### config.mk
export PLATFORM = sky130hd
export DESIGN_NAME = instr_fetch_ctrl_flat
export DESIGN_NICKNAME = d
export VERILOG_FILES = /design/src/rtl/instr_fetch_ctrl_pkg.sv /design/src/rtl/instr_fetch_ctrl_if.sv /design/src/rtl/instr_fetch_ctrl_skid_buf.sv /design/src/rtl/instr_fetch_ctrl.sv /design/src/flat_wrapper.sv
export SDC_FILE = /design/constraint.sdc
export NUM_CORES = 1
export LEC_CHECK = 0
export CORE_ASPECT_RATIO = 0.75
export CORE_MARGIN = 4
export CORE_UTILIZATION = 55
export DETAILED_ROUTE_END_ITERATION = 8
export PLACE_DENSITY = 0.81
export SLEW_MARGIN = 25
export SYNTH_ARGS = -nofsm -noshare
export SYNTH_HDL_FRONTEND = slang
export SYNTH_HIERARCHICAL = 1
export SYNTH_SLANG_ARGS = --single-unit
### constraint.sdc
create_clock -name clk -period 12.5 [get_ports clk]
set_input_delay 2.5 -clock clk [delete_from_list [all_inputs] [get_ports clk]]
set_output_delay 2.5 -clock clk [all_outputs]
set_load 0.02 [all_outputs]
### src/rtl/instr_fetch_ctrl_pkg.sv
// Shared types and constants for the instruction fetch front end.
// FSM encodings, PC step and the skid/output entry layout.
package instr_fetch_ctrl_pkg;

  typedef enum logic [1:0] {
    ST_IDLE      = 2'd0,
    ST_REQ       = 2'd1,
    ST_WAIT_SLOT = 2'd2,
    ST_DISCARD   = 2'd3
  } fetch_state_e;

  localparam logic [31:0] PC_INCR = 32'd4;

  typedef struct packed {
    logic [31:0] data;
    logic [31:0] pc;
  } fetch_entry_t;

  function automatic logic [31:0] word_align(
    input logic [31:0] pc
  );
    return pc & ~32'h3;
  endfunction

endpackage

### src/rtl/instr_fetch_ctrl_if.sv
// Instruction-memory read bus: one outstanding req/ack transaction.
// req and addr hold stable until the acking edge.
interface instr_fetch_ctrl_if #(
  parameter int ADDR_W = 10
);

  logic              req;
  logic [ADDR_W-1:0] addr;
  logic              ack;
  logic [31:0]       rdata;

  modport master (
    output req,
    output addr,
    input  ack,
    input  rdata
  );

  modport slave (
    input  req,
    input  addr,
    output ack,
    output rdata
  );

endinterface

### src/rtl/instr_fetch_ctrl_skid_buf.sv
// One-entry skid store for a fetched word that found the output busy.
// clear beats load, load beats pop.
module instr_fetch_ctrl_skid_buf
  import instr_fetch_ctrl_pkg::*;
(
  input  logic         clk,
  input  logic         reset,
  input  logic         load,
  input  logic         pop,
  input  logic         clear,
  input  fetch_entry_t din,
  output fetch_entry_t dout,
  output logic         full
);

  // Capture on load, release on pop or flush.
  always_ff @(posedge clk or posedge reset) begin
    if (reset) begin
      dout <= '0;
      full <= 1'b0;
    end else if (clear) begin
      full <= 1'b0;
    end else if (load) begin
      dout <= din;
      full <= 1'b1;
    end else if (pop) begin
      full <= 1'b0;
    end
  end

endmodule

### src/rtl/instr_fetch_ctrl.sv
// Fetch PC, imem request FSM and IF/ID output slot with redirect flush.
// Optional FETCH_ALIGN_CHECK_EN: misaligned redirect parks fetch, flags misalign_err.
module instr_fetch_ctrl
  import instr_fetch_ctrl_pkg::*;
#(
  parameter logic [31:0] RESET_PC = 32'h0000_0000,
  parameter int          ADDR_W   = 10
) (
  input  logic        clk,
  input  logic        reset,
  input  logic        stall,
  input  logic        redirect,
  input  logic [31:0] redirect_pc,
  instr_fetch_ctrl_if.master imem,
  output logic [31:0] instr_out,
  output logic [31:0] pc_out,
`ifdef FETCH_ALIGN_CHECK_EN
  output logic        misalign_err,
`endif
  output logic        instr_valid
);

  fetch_state_e state;
  fetch_state_e state_nxt;

  logic [31:0] fetch_pc;
  logic [31:0] fetch_pc_nxt;
  logic [31:0] req_pc;
  logic [31:0] req_pc_nxt;
  logic [31:0] instr_nxt;
  logic [31:0] pc_nxt;
  logic        valid_nxt;

  logic         skid_load;
  logic         skid_pop;
  logic         skid_clear;
  logic         skid_full;
  fetch_entry_t skid_in;
  fetch_entry_t skid_q;

  logic        slot_free;
  logic [31:0] redir_pc;
  logic        bad_redir;
  logic        parked;

  assign slot_free = !instr_valid || !stall;

  assign imem.req  = (state == ST_REQ) || (state == ST_DISCARD);
  assign imem.addr = req_pc[ADDR_W+1:2];

  assign skid_in = '{data: imem.rdata, pc: req_pc};

`ifdef FETCH_ALIGN_CHECK_EN
  assign redir_pc  = redirect_pc;
  assign bad_redir = redirect_pc[1:0] != 2'b00;
  assign parked    = misalign_err;

  // Sticky alignment fault; only reset clears it.
  always_ff @(posedge clk or posedge reset) begin
    if (reset) begin
      misalign_err <= 1'b0;
    end else if (redirect && bad_redir) begin
      misalign_err <= 1'b1;
    end
  end
`else
  assign redir_pc  = word_align(redirect_pc);
  assign bad_redir = 1'b0;
  assign parked    = 1'b0;
`endif

  instr_fetch_ctrl_skid_buf u_skid (
    .clk   (clk),
    .reset (reset),
    .load  (skid_load),
    .pop   (skid_pop),
    .clear (skid_clear),
    .din   (skid_in),
    .dout  (skid_q),
    .full  (skid_full)
  );

  // Next state, PC update and output-slot loading; redirect wins.
  always_comb begin
    state_nxt    = state;
    fetch_pc_nxt = fetch_pc;
    req_pc_nxt   = req_pc;
    instr_nxt    = instr_out;
    pc_nxt       = pc_out;
    valid_nxt    = instr_valid && stall;
    skid_load    = 1'b0;
    skid_pop     = 1'b0;
    skid_clear   = 1'b0;
    if (parked) begin
      state_nxt = ST_IDLE;
    end else if (redirect) begin
      valid_nxt    = 1'b0;
      skid_clear   = 1'b1;
      fetch_pc_nxt = redir_pc;
      if (bad_redir) begin
        state_nxt = ST_IDLE;
      end else if (imem.req && !imem.ack) begin
        state_nxt = ST_DISCARD;
      end else begin
        state_nxt  = ST_REQ;
        req_pc_nxt = redir_pc;
      end
    end else begin
      unique case (state)
        ST_IDLE: begin
          state_nxt  = ST_REQ;
          req_pc_nxt = fetch_pc;
        end
        ST_REQ: begin
          if (imem.ack) begin
            if (slot_free) begin
              instr_nxt    = imem.rdata;
              pc_nxt       = req_pc;
              valid_nxt    = 1'b1;
              fetch_pc_nxt = fetch_pc + PC_INCR;
              req_pc_nxt   = fetch_pc + PC_INCR;
            end else begin
              skid_load = 1'b1;
              state_nxt = ST_WAIT_SLOT;
            end
          end
        end
        ST_WAIT_SLOT: begin
          if (slot_free && skid_full) begin
            instr_nxt    = skid_q.data;
            pc_nxt       = skid_q.pc;
            valid_nxt    = 1'b1;
            skid_pop     = 1'b1;
            fetch_pc_nxt = fetch_pc + PC_INCR;
            req_pc_nxt   = fetch_pc + PC_INCR;
            state_nxt    = ST_REQ;
          end
        end
        ST_DISCARD: begin
          if (imem.ack) begin
            state_nxt  = ST_REQ;
            req_pc_nxt = fetch_pc;
          end
        end
        default: begin
          state_nxt = ST_IDLE;
        end
      endcase
    end
  end

  // FSM state register.
  always_ff @(posedge clk or posedge reset) begin
    if (reset) begin
      state <= ST_IDLE;
    end else begin
      state <= state_nxt;
    end
  end

  // PC registers and the IF/ID output slot.
  always_ff @(posedge clk or posedge reset) begin
    if (reset) begin
      fetch_pc    <= RESET_PC;
      req_pc      <= '0;
      instr_out   <= '0;
      pc_out      <= '0;
      instr_valid <= 1'b0;
    end else begin
      fetch_pc    <= fetch_pc_nxt;
      req_pc      <= req_pc_nxt;
      instr_out   <= instr_nxt;
      pc_out      <= pc_nxt;
      instr_valid <= valid_nxt;
    end
  end

endmodule
### src/flat_wrapper.sv
// flat-port wrapper written by rule: the top's interface ports become plain ports
module instr_fetch_ctrl_flat import instr_fetch_ctrl_pkg::*;
#(
  parameter logic [31:0] RESET_PC = 32'h0000_0000,
  parameter int          ADDR_W   = 10
)
  (clk, reset, stall, redirect, redirect_pc, instr_out, pc_out, instr_valid, imem_req, imem_addr, imem_ack, imem_rdata);
  instr_fetch_ctrl_if #(.ADDR_W(ADDR_W)) imem_i ();
  input  logic clk;
  input  logic reset;
  input  logic stall;
  input  logic redirect;
  input  logic [31:0] redirect_pc;
  output logic [31:0] instr_out;
  output logic [31:0] pc_out;
  output logic instr_valid;
  output wire logic [$bits(imem_i.req)-1:0] imem_req;
  output wire logic [$bits(imem_i.addr)-1:0] imem_addr;
  input wire logic [$bits(imem_i.ack)-1:0] imem_ack;
  input wire logic [$bits(imem_i.rdata)-1:0] imem_rdata;
  assign imem_req = imem_i.req;
  assign imem_addr = imem_i.addr;
  assign imem_i.ack = imem_ack;
  assign imem_i.rdata = imem_rdata;
  instr_fetch_ctrl #(.RESET_PC(RESET_PC), .ADDR_W(ADDR_W)) u_core (.clk(clk), .reset(reset), .stall(stall), .redirect(redirect), .redirect_pc(redirect_pc), .imem(imem_i), .instr_out(instr_out), .pc_out(pc_out), .instr_valid(instr_valid));
endmodule
==> reports/metrics.cfg, run 1 <==
[placed_design]
gp_congestion = 0.892
hpwlAfterDp_um = 14700
dpl_cell_area_mm2 = 0.0111
io_buffers = 142

[power_and_ir_drop]
p_per_area_mw_per_mm2 = 191
switchingPower_w = 0.000779
combPwrFrac_pct = 34.2
clockPowerShare_pct = 24.3
peakVddDrop_v = 0.000118
power.internal_w = 0.00147
leakagePower_nw = 4.77
seqPwrFrac_pct = 41.6
swShare_pct = 34.6

[clock_network]
cts_resized = 0
cts_tree = built
cts_setup_buffers = 0
cts_buffers = 17
clk_pin_slew_ns = 0.07
hold_buffers = 0
clockBufferDepth = 2
clock-root-buffer = clkbuf_16
cts_sinks = 193
htree_levels = 4
clkLatencyLatePin_ns = 0.43

[critical_path]
max_stage_delay_ns = 0.77
cp_max_fo = 45
r2r_slack_ns = 9.64
r2r-end = u_core/fetch_pc[27]
critPathSlowestCell = nor2_1
path_class = input pin to register
cp-start-kind = input pin
crit_arrival_ns = 4.98
reg2reg_depth = 8
cp_cell_sequence = clkdlybuf4s50_1 -> buf_4 -> nand4b_1 -> o211ai_1 -> buf_4 -> nor2_1 -> a31oi_1
cp.required_ns = 12.75
endpoint_kind = register
crit_top_cell = buf_4
r2r-start = u_core/state[0]

[status]
status = finished clean

[timing]
fin_worst_skew_ns = 0.0103
fin_crit_sh_pct = 37.8
fmax_mhz = 212
max_slew_margin_pct = 33.0
setup_tns_ns = 0
setup-violations-final = 0
drv_slew = 0
rsz0062_at_grt = false
fin_crit_ns = 4.73
worst_pin_slew_ns = 1.00
report.final.hold_viol_count = 0

[hold_path]
hold_class = register to register
hold_depth = 1
hold_end = u_core/u_skid/dout[22]
hold_start = u_core/u_skid/dout[22]

[yosys]
synth_top_area_share_pct = 49.4
yosysTopAreaCell = dfrtp_1
yosys-top-cells-area = dfrtp_1 (49%), mux2_4 (9.5%), mux2i_1 (7.2%)
yosysWarnings = 6
syn_nets = 954
synth_edf_count = 0
async_reset_ff_share_pct = 100
syn_inst = 881
synth_cell_types = 55
syn-cell-area_mm2 = 0.00979
synth_ff_type = dfrtp_1
synth_seq_cells = 193
synth.avg_cell_area_um2 = 11.1
yosysSeqAreaShare_pct = 49.4

[drt]
ant_nets = 0
drcViolationCount = 0
routed_wirelength_um = 22700
vias = 7043
wl_per_cell_um = 18.4
first_pass_iters = 5
vias_per_cell = 5.73
drt_iter0_drc = 608

[global_route]
grt_pass1_vias = 6896
grt_pass1_wl_um = 36700
grt-ovfl-total = 0
grt_usage_pct = 22.8
grt_max_degree = 115
antenna_found_initial = 0

[run]
cap_violations = 0

[finish]
fin_area_mm2 = 0.0118
drive_above_1_share_pct = 14.8
nets = 1053
areaGrowthSynthToFinish_pct = 20.1
num_antenna_cells = 0

[die]
initial_core_util_pct = 57.1
io_pins = 145
die_width_um = 162
dieArea_mm2 = 0.0200
core_mm2 = 0.0171
fp.dieH_um = 124
rows = 41

[metal layers]
metal	vias up	part of all wire [%]	track usage (%)
met5	-	0	0
met4	0	1.1	5.18
met3	19	5.8	4.50
met2	234	46	34.9
met1	3512	47	34.1
li1	3278	-	-
[stage by stage]
step                utilization [%]  power, W  hold WS [ns]  instances  setup WS, ns
finish                         68.6   0.00225         0.510       1229          7.77
global placement               65.1   0.00169         0.485       1197          7.47
floorplan                         -   0.00138         0.464        881          6.59
detailed placement             65.1   0.00171         0.496       1197          7.42
global route                   68.6   0.00237         0.523       1229          7.69
CTS                            68.5   0.00227         0.512       1229          7.88
[logic make-up (layout without fill, tap and decap cells)]
kind of cell | Yosys count | after routing | share of synthesized area [%]
xor+xnor | 45 | 45 | 4.03
buf+inv | 84 | 196 | 5.10
mux | 152 | 152 | 19.0
compound gates | 148 | 148 | 8.69
simple gates | 255 | 255 | 13.3
fa+ha+maj | 4 | 4 | 0.511
flops | 193 | 193 | 49.4
[cell type report]
type | instances | area [um^2]
Fill cell | 1270 | 5380
Sequential cell | 193 | 4830
Multi-Input combinational cell | 604 | 4480
Timing Repair Buffer | 153 | 1510
Clock buffer | 19 | 453
Tap cell | 236 | 295
Clock inverter | 13 | 143
Inverter | 11 | 46.3
[sequential cells by signal (all words and copies together) (netlist names)]
name / cells
u_core/instr_out: 32
u_core/u_skid/full: 1
u_core/instr_valid: 1
u_core/u_skid/dout: 64
u_core/state: 2
u_core/pc_out: 32
u_core/fetch_pc: 30
u_core/req_pc: 31
[cells in the mapped netlist (11+ instances only)]
cell,count
dfrtp_1,193
nor2_1,108
a21oi_1,88
mux2i_1,70
mux2_4,62
nand2_1,44
clkbuf_1,29
nand4_1,27
xnor2_1,26
o21ai_0,24
nand3_1,23
buf_2,21
mux2_2,20
xor2_1,19
buf_4,11
[power by group through the flow]
stage	Clock, W	Sequential [W]	Combinational, W
final	0.000545	0.000935	0.000769
after global routing	0.000582	0.000961	0.000828
after CTS	0.000558	0.000934	0.000775
after global placement	0	0.000933	0.000752
after floorplan	0	0.00103	0.000351
after detailed placement	0	0.000942	0.000769
[layout by cell type (no fill, tap or decap), types with 4 or more instances in the layout]
cell               n
nand2b_1           4
xor2_1            19
inv_8              4
nand2_1           44
a31o_2             5
mux2_2            20
and4_1             4
mux2i_1           70
o31ai_1            9
or3_1              5
xnor2_1           26
o21ai_0           24
inv_1              8
buf_4             10
clkdlybuf4s50_1  142
dfrtp_1          193
nor4_4             5
and3_1             4
nor2_1           108
mux2_4            62
clkinv_4           4
nand4_1           27
nor3_1             9
clkbuf_16         17
nand3_1           23
a21oi_1           88
[critical path, delay by kind of cell]
kind | cells | cell delay, ns
and+or+nand+nor | 2 | 1.00
AOI/OAI and AO/OA | 2 | 0.30
buffers and inverters | 3 | 1.15
[worst max path at each step]
stage               startpoint             endpoint  slack (ns)
detailed placement    redirect    u_core/req_pc[20]        7.42
CTS                   redirect    u_core/req_pc[20]        7.88
finish                redirect    u_core/req_pc[20]        7.77
global route          redirect    u_core/req_pc[20]        7.69
floorplan                reset  u_core/fetch_pc[10]        6.59
global placement      redirect    u_core/req_pc[31]        7.47
No activity file was read; power rests on OpenSTA's default activity.
==> inputs of run 2 (changes only) <==
- clock period: 12.5 -> 4.9 ns (I/O delays scaled with it)
==> run 2 against run 1 <==
  * Via count fell by 0.81%
  * Combinational power grew to 2.5 times the previous value
  * First-iteration DRC count grew 15%
  * Count of clock-buffer cells in the layout down 1
  * Total power rose to 2.5 times the previous value
  * Clock power rose to 2.5 times the previous value
  * Final cell count hardly changed
  * Critical path depth decreased by 3
  * Routed wire length is 0.62% lower
  * Setup slack worse by 5.9 ns
  * Hold slack worse by 0.0026 ns
  * Largest power group unchanged
==> reports/metrics.cfg, run 2 (synthesis gave the netlist of run 1 again) <==
[status]
status = finished clean

[timing]
setup_tns_ns = 0
fin_worst_skew_ns = 0.0113
fin_ws_ns = 1.85
fin_crit_sh_pct = 62.3
fin_crit_ns = 3.05
setup-violations-final = 0
rsz0062_at_grt = false
max_slew_margin_pct = 30.8
report.final.hold_viol_count = 0
drv_slew = 0
fmax_mhz = 328
worst_pin_slew_ns = 1.03
whs_ns = 0.507

[finish]
final_cell_mix = dfrtp_1 (193), clkdlybuf4s50_1 (142), nor2_1 (108)
num_antenna_cells = 0
largestRegisters = u_core/u_skid/dout (64), u_core/instr_out (32), u_core/pc_out (32)
largest_reg_flops = 64
drive_above_1_share_pct = 14.8
fin_area_mm2 = 0.0118
final_common_cell = dfrtp_1
largest-register = u_core/u_skid/dout
nets = 1054
areaGrowthSynthToFinish_pct = 20.3

[die]
fp.dieH_um = 124
dieArea_mm2 = 0.0200
core_mm2 = 0.0171
die_width_um = 162
rows = 41
initial_core_util_pct = 57.1
io_pins = 145

[clock_network]
cts_buffers = 17
hold_buffers = 0
cts_setup_buffers = 0
clk_pin_slew_ns = 0.07
clock-root-buffer = clkbuf_16
cts_sinks = 193
clkLatencyLatePin_ns = 0.43
cts_resized = 0
htree_levels = 4
clockBufferDepth = 2
cts_tree = built

[drt]
drt_iter0_drc = 702
ant_nets = 0
wl_per_cell_um = 18.3
drcViolationCount = 0
routed_wirelength_um = 22500
first_pass_iters = 6
vias = 6986
vias_per_cell = 5.68

[hold_path]
hold_end = u_core/u_skid/dout[21]
hold_depth = 1
hold_start = u_core/u_skid/dout[21]
hold_class = register to register

[global_route]
grt-ovfl-total = 0
grt_pass1_vias = 6912
grt_usage_pct = 23.1
grt_pass1_wl_um = 36600
antenna_found_initial = 0
grt_max_degree = 115

[critical_path]
cp-start-kind = register
cp_max_fo = 7
crit_arrival_ns = 2.07
r2r-start = u_core/state[0]
path_class = register to primary output
critPathSlowestCell = clkdlybuf4s50_1
r2r_slack_ns = 2.10
cp.required_ns = 3.92
reg2reg_depth = 8
r2r-end = u_core/fetch_pc[27]
cp_cell_sequence = inv_1 -> ha_1 -> or2_2 -> clkdlybuf4s50_1
endpoint_kind = primary output
max_stage_delay_ns = 0.57

[placed_design]
hpwlAfterDp_um = 14900
dpl_cell_area_mm2 = 0.0112
gp_congestion = 0.862
pre_cts_slack_ns = 1.55
io_buffers = 142

[power_and_ir_drop]
p_per_area_mw_per_mm2 = 486
power_w = 0.00572
peakVddDrop_v = 0.000329
leakagePower_nw = 4.78

[run]
cap_violations = 0

## run 2: critical path: cells and delay by family (launching register included)
family,cells,cell delay (ns)
buffers and inverters,2,0.65
flip-flops,1,0.43
AND/OR/NAND/NOR,1,0.31
adder cells (fa/ha/maj),1,0.25
## run 2: area by class of cell
class | count | area, um^2
clock buffers | 18 | 429
clock inverters | 14 | 150
fillers | 1276 | 5360
inverters | 11 | 45.0
multi-input cells | 604 | 4480
flip-flops and latches | 193 | 4830
well taps | 236 | 295
repair buffers | 154 | 1550
## run 2: stage by stage
| step | cells | util [%] |
|---|---|---|
| 3_3_place_gp | 1198 | 65.3 |
| 6_report | 1230 | 68.7 |
| 5_1_grt | 1230 | 68.7 |
| 2_1_floorplan | 881 | - |
| 4_1_cts | 1230 | 68.7 |
| 3_5_place_dp | 1198 | 65.3 |
## run 2: per-layer routing
metal | global-route usage, % | up-vias | share of wire (%)
met2 | 34.8 | 233 | 45
met1 | 34.3 | 3446 | 48
met3 | 5.26 | 15 | 6.2
met4 | 5.23 | 0 | 0.84
met5 | 0 | - | 0
li1 | - | 3292 | -
## run 2: worst max path at each step
stage | from | end | slack (ns) | cells past startpoint
2_1_floorplan | reset | u_core/fetch_pc[10] | 0.51 | 1
3_3_place_gp | stall | u_core/u_skid/dout[53] | 1.59 | 6
3_5_place_dp | stall | u_core/u_skid/dout[58] | 1.55 | 6
4_1_cts | u_core/state[1] | imem_req | 1.83 | 4
5_1_grt | u_core/state[1] | imem_req | 1.73 | 4
6_report | u_core/state[1] | imem_req | 1.85 | 4
## run 2: power by group
group          internal (W)  total [W]  switching (W)
Combinational      0.000960    0.00196        0.00100
Clock              0.000722    0.00138       0.000654
Sequential          0.00205    0.00238       0.000333
Total               0.00373    0.00572        0.00199
